## src/rtl/data_sync_pkg.sv

```systemverilog
// -----------------------------------------------------------------------------
// data_sync_pkg
// Shared types and constants for the data_sync_ctrl slice.
//   ds_state_t         : controller state (IDLE, SETTLE, HOLD)
//   MIN_S_STAGES       : fewest synchronizer stages that still resolve metastability
//   MIN_STABLE_CYCLES  : fewest matching cycles a value must hold before commit
// -----------------------------------------------------------------------------
`timescale 1ns/1ps

package data_sync_pkg;

    typedef enum logic [1:0] {
        IDLE   = 2'd0,
        SETTLE = 2'd1,
        HOLD   = 2'd2
    } ds_state_t;

    localparam int MIN_S_STAGES      = 2;
    localparam int MIN_STABLE_CYCLES = 1;

endpackage

```

## src/rtl/data_sync.sv

```systemverilog
// -----------------------------------------------------------------------------
// data_sync
// Plain multi-bit flop-chain synchronizer. Each bit is synchronized on its own,
// so a bus that changes while being sampled may show a mixed word for a cycle;
// the controller above filters that out.
// Ports:
//   clk_i    in   destination clock
//   rst_n_i  in   asynchronous active-low reset, clears every stage
//   data_i   in   asynchronous input bus
//   sync_o   out  bus after S_STAGES flops
// -----------------------------------------------------------------------------
`timescale 1ns/1ps

module data_sync #(
    parameter int D_WIDTH  = 8,
    parameter int S_STAGES = 2
) (
    input  logic               clk_i,
    input  logic               rst_n_i,
    input  logic [D_WIDTH-1:0] data_i,
    output logic [D_WIDTH-1:0] sync_o
);

    logic [D_WIDTH-1:0] stage_q [S_STAGES];

    // Shift the raw bus through the flop chain; stage 0 is the only flop that
    // can go metastable, later stages give it time to resolve.
    always_ff @(posedge clk_i or negedge rst_n_i) begin
        if (!rst_n_i) begin
            for (int i = 0; i < S_STAGES; i++) begin
                stage_q[i] <= '0;
            end
        end else begin
            stage_q[0] <= data_i;
            for (int i = 1; i < S_STAGES; i++) begin
                stage_q[i] <= stage_q[i-1];
            end
        end
    end

    assign sync_o = stage_q[S_STAGES-1];

endmodule

```

## src/rtl/data_sync_ctrl.sv

```systemverilog
// -----------------------------------------------------------------------------
// data_sync_ctrl
// Brings an asynchronous bus into clk_i, waits until the synchronized value has
// held steady for STABLE_CYCLES further cycles, then commits it and offers it on
// a valid/ready handshake. Glitches that return to the committed value are
// dropped without a handshake.
// Ports:
//   clk_i      in   system clock
//   rst_n_i    in   asynchronous active-low reset
//   data_i     in   asynchronous input bus (D_WIDTH)
//   ready_i    in   consumer accepts data_o (only looked at while valid_o = 1)
//   data_o     out  last committed word
//   valid_o    out  data_o holds a new, unaccepted word
//   busy_o     out  controller is not IDLE
//   restart_o  out  one-cycle pulse when a running stability count restarts
// -----------------------------------------------------------------------------
`timescale 1ns/1ps

module data_sync_ctrl
    import data_sync_pkg::*;
#(
    parameter int D_WIDTH       = 8,
    parameter int S_STAGES      = 2,
    parameter int STABLE_CYCLES = 4,
    localparam int CNT_WIDTH    = $clog2(STABLE_CYCLES + 1)
) (
    input  logic               clk_i,
    input  logic               rst_n_i,
    input  logic [D_WIDTH-1:0] data_i,
    input  logic               ready_i,
    output logic [D_WIDTH-1:0] data_o,
    output logic               valid_o,
    output logic               busy_o,
    output logic               restart_o
);

    localparam logic [CNT_WIDTH-1:0] LAST_CNT = CNT_WIDTH'(STABLE_CYCLES - 1);

    // Parameter sanity, caught at elaboration rather than as odd behaviour.
    if (S_STAGES < MIN_S_STAGES) begin : g_bad_stages
        $error("data_sync_ctrl: S_STAGES must be at least %0d", MIN_S_STAGES);
    end
    if (STABLE_CYCLES < MIN_STABLE_CYCLES) begin : g_bad_stable
        $error("data_sync_ctrl: STABLE_CYCLES must be at least %0d", MIN_STABLE_CYCLES);
    end

    logic [D_WIDTH-1:0]   sync_q;
    ds_state_t            state_q;
    logic [D_WIDTH-1:0]   cand_q;
    logic [CNT_WIDTH-1:0] cnt_q;

    data_sync #(
        .D_WIDTH  (D_WIDTH),
        .S_STAGES (S_STAGES)
    ) u_data_sync (
        .clk_i   (clk_i),
        .rst_n_i (rst_n_i),
        .data_i  (data_i),
        .sync_o  (sync_q)
    );

    // Controller FSM with its counter and all outputs registered in one place.
    // busy_o is written together with every state change so it always equals
    // (state_q != IDLE) without a combinational decode on the output.
    // A candidate is committed after it was seen on entry plus STABLE_CYCLES
    // further matching cycles; any mismatch restarts the count on the new value.
    always_ff @(posedge clk_i or negedge rst_n_i) begin
        if (!rst_n_i) begin
            state_q   <= IDLE;
            cand_q    <= '0;
            cnt_q     <= '0;
            data_o    <= '0;
            valid_o   <= 1'b0;
            busy_o    <= 1'b0;
            restart_o <= 1'b0;
        end else begin
            restart_o <= 1'b0;
            case (state_q)
                IDLE: begin
                    if (sync_q != data_o) begin
                        state_q <= SETTLE;
                        busy_o  <= 1'b1;
                        cand_q  <= sync_q;
                        cnt_q   <= '0;
                    end
                end
                SETTLE: begin
                    if (sync_q != cand_q) begin
                        cand_q    <= sync_q;
                        cnt_q     <= '0;
                        restart_o <= 1'b1;
                    end else if (cnt_q == LAST_CNT) begin
                        cnt_q <= '0;
                        if (cand_q != data_o) begin
                            data_o  <= cand_q;
                            valid_o <= 1'b1;
                            state_q <= HOLD;
                        end else begin
                            // Glitch settled back on the committed word: nothing new to offer.
                            state_q <= IDLE;
                            busy_o  <= 1'b0;
                        end
                    end else begin
                        cnt_q <= cnt_q + CNT_WIDTH'(1);
                    end
                end
                HOLD: begin
                    // Input changes are not queued; IDLE picks up whatever is current.
                    if (ready_i) begin
                        valid_o <= 1'b0;
                        state_q <= IDLE;
                        busy_o  <= 1'b0;
                    end
                end
                default: begin
                    state_q <= IDLE;
                    busy_o  <= 1'b0;
                    valid_o <= 1'b0;
                end
            endcase
        end
    end

endmodule

```

## config.mk

```make
export PLATFORM = sky130hd
export DESIGN_NAME = data_sync_ctrl
export DESIGN_NICKNAME = d
export VERILOG_FILES = /design/src/rtl/data_sync_pkg.sv /design/src/rtl/data_sync.sv /design/src/rtl/data_sync_ctrl.sv
export SDC_FILE = /design/constraint.sdc
export NUM_CORES = 1
export LEC_CHECK = 0
export ABC_AREA = 1
export BUFFER_PORTS_ARGS = -buffer_cell sky130_fd_sc_hd__buf_2
export CAP_MARGIN = 20
export CORE_AREA = 5 5 67 69
export CTS_BUF_LIST = sky130_fd_sc_hd__clkbuf_4 sky130_fd_sc_hd__clkbuf_8 sky130_fd_sc_hd__clkbuf_16
export CTS_CLUSTER_SIZE = 30
export DETAILED_ROUTE_END_ITERATION = 8
export DIE_AREA = 0 0 72 74
export PLACE_DENSITY = 0.66
export RECOVER_POWER = 50
export SYNTH_ARGS = -nofsm -noshare
export SYNTH_HDL_FRONTEND = slang
export SYNTH_SLANG_ARGS = --single-unit
```

## constraint.sdc

```tcl
create_clock -name clk_i -period 1.5 [get_ports clk_i]
set_input_delay 0.075 -clock clk_i [delete_from_list [all_inputs] [get_ports clk_i]]
set_output_delay 0.075 -clock clk_i [all_outputs]
set_load 0.03 [all_outputs]
```

==> flow_summary_export.csv <==
group,metric,value,unit
worst_hold_path,hold_path_depth,4,
critical_path,rrSetupSlack,0.04,ns
synthesis,synth.avg_cell_area,8.62,um2
route,routedWlPerCell,11.8,um
clocking,htree_levels,2,
worst_hold_path,worstHoldEndpoint,"state_q[1]$_DFFE_PN0P_",
place,hpwl,2470,um
place,place_area,1960,um2
timing,rsz0062_at_grt,"true",
cells_and_area,drive_gt1_frac,0.351,
synthesis,synth-seq-cells,40,
route,wl,3560,um
floorplan,die_w,72,um
place,pre_cts_ws,0.00854,ns
status,status,"completed",
synthesis,syn_area,1770,um2
clocking,cts_made_buffers,5,
synthesis,synth_edf_count,0,
route,dr_total_vias,1368,
route,firstDrtPassIters,5,
clocking,clock_path_buffers,2,
cells_and_area,final_cell_area,2320,um2
worst_hold_path,hold_class,"input pin to flop",
floorplan,die_h,74,um
floorplan,initial_core_util,0.458,
clocking,root_buffer,"clkbuf_8",
flow_run,maxCapViolCount,0,
clocking,clock_sinks,40,
global_routing,first_global_vias,1335,
floorplan,fp-row-count,23,
worst_hold_path,worstHoldStart,"ready_i",
synthesis,syn_inst,205,
place,io_buffers,21,
critical_path,r2r_cells,8,
power,power.density,958,nW/um2
timing,fin_crit,1.46,ns
place,gp_congestion,0.830,
critical_path,end_kind,"flop",
cells_and_area,area_growth_syn_to_layout,31.2,%
timing,finalSetupViolations,0,
critical_path,critical_path_class,"flop to flop",
power,leakage,1.14,nW
critical_path,r2r_end,"data_o[6]$_DFFE_PN0P_",
timing,finalWorstSetupSlack,0.0368,ns
critical_path,cp_max_fo,6,
route,drcViolationCount,0,
global_routing,grt_usage,0.147,
cells_and_area,antenna_cells,0,
power,vdd_drop_max,0.664,mV
critical_path,cp.arrival,1.67,ns
global_routing,gr-total-overflow,0,
global_routing,antenna_found_initial,0,
timing,post-route-period-util,0.975,
route,ant_nets,0,
critical_path,required,1.71,ns
timing,worst-slew-pin-transition,0.714,ns
critical_path,start_kind,"flop",
synthesis,synthArstFlopShare,1.00,
cells_and_area,nNetsFinal,262,
clocking,tritoncts,"done",
synthesis,synth_nets,217,
timing,relSlewSlack,0.524,
critical_path,r2r-start,"cand_q[4]$_DFFE_PN0P_",
timing,drv_slew,0,
floorplan,core-area,3860,um2
cells_and_area,final_common_cell,"nand2_1",
synthesis,ys_seq_area_frac,0.567,
clocking,clk_pin_slew,0.08,ns
global_routing,grt_max_degree,16,
floorplan,io_pins,22,
timing,fin_worst_skew,0.00532,ns
timing,hold_violations,0,
cells_and_area,final_cell_mix,"nand2_1 (62), dfrtp_1 (33), buf_2 (20)",
synthesis,yosysUniqueCellTypes,21,
route,routed_via_density,4.54,
timing,fmax,0.683,GHz
synthesis,synth-main-ff-cell,"dfrtp_1",
timing,hold_ws,0.0550,ns
floorplan,dieArea,5330,um2
route,first_iter_violations,61,
synthesis,yosys_warnings,0,
clocking,insertion_delay,0.29,ns
global_routing,grt_pass1_wl,6000,um
==> routing by layer <==
metal	track usage	vias up	part of all wire
li1	-	717	-
met1	0.199	623	0.49
met2	0.228	24	0.46
met3	0.0459	4	0.042
met4	0.0501	0	0.011
met5	0	-	0
==> metrics by stage <==
stage / total power, mW / TNS (ns) / std cells / utilization
2_1_floorplan: 1.34 / 0 / 205 / -
3_3_place_gp: 1.43 / 0 / 280 / 0.508
3_5_place_dp: 1.44 / 0 / 280 / 0.508
4_1_cts: 2.21 / 0 / 297 / 0.557
5_1_grt: 2.35 / -0.866 / 301 / 0.601
6_report: 2.22 / 0 / 301 / 0.601
==> repair_timing <==
action | in CTS | in global routing
buffers inserted | 0 | 3
hold endpoints to repair | 40 | 0
hold buffers | 9 | 0
gates resized for setup | 1 | 49
pin swaps | 0 | 17
setup endpoints to repair | 4 | 21
gates cloned | 0 | 1
==> how the worst max path moves through the flow <==
stage | startpoint | depth (start not counted) | endpoint | slack [ns]
2_1_floorplan | data_o[2]$_DFFE_PN0P_ | 11 | cnt_q[2]$_DFFE_PN0P_ | 0.01
3_3_place_gp | data_o[7]$_DFFE_PN0P_ | 9 | data_o[6]$_DFFE_PN0P_ | 0.005
3_5_place_dp | data_o[7]$_DFFE_PN0P_ | 9 | data_o[6]$_DFFE_PN0P_ | 0.009
4_1_cts | data_o[6]$_DFFE_PN0P_ | 10 | data_o[5]$_DFFE_PN0P_ | 0.02
5_1_grt | cand_q[4]$_DFFE_PN0P_ | 8 | data_o[7]$_DFFE_PN0P_ | -0.08
6_report | cand_q[4]$_DFFE_PN0P_ | 8 | data_o[6]$_DFFE_PN0P_ | 0.04
==> flip-flops by register name, indices dropped and copies added (netlist names) <==
register             flops
busy_o                   1
cand_q                   8
cnt_q                    3
data_o                   8
restart_o                1
state_q                  2
u_data_sync.stage_q      8
u_data_sync.sync_o       8
valid_o                  1
==> kinds of logic (layout without fill, tap and decap cells) <==
family	count (synthesis)	count (layout)	synth area share
AOI/OAI and AO/OA	17	17	0.0482
buffers and inverters	26	71	0.0637
xor gates and xnor gates	11	11	0.0545
DFF	40	40	0.567
and+or+nand+nor	110	111	0.260
adders and majority gates	1	1	0.00708
==> Yosys cell counts (2+ instances only) <==
library cell,count,area share
inv_1,21,0.045
dfrtp_1,40,0.57
o21ai_0,3,0.0085
xnor2_1,10,0.050
nor2_1,14,0.030
o21ai_1,13,0.037
inv_2,3,0.0064
nand3_1,7,0.020
nor2_2,4,0.014
buf_6,2,0.013
nand2_1,78,0.17
==> power breakdown <==
part	total (mW)	internal (mW)	switching [mW]
clock network	0.753	0.372	0.380
logic	0.280	0.110	0.170
registers	1.19	1.14	0.0489
==> layout make-up <==
cell class,count,area (um2)
Clock buffer,6,82.6
Clock inverter,2,15.0
Fill cell,339,1540
Inverter,24,92.6
Multi-Input combinational cell,140,785
Sequential cell,40,1010
Tap cell,50,62.6
Timing Repair Buffer,39,270
==> worst max-delay path, stage by stage, from the launching register on <==
cell and delay [ns]:
dfrtp_1 0.44, xnor2_1 0.17, nand2_1 0.09, nor2_2 0.16, nand3_2 0.14, nor2_4 0.13, buf_6 0.14, nand2_2 0.04
o21ai_1 0.08
No activity file was read; power rests on OpenSTA's default activity.
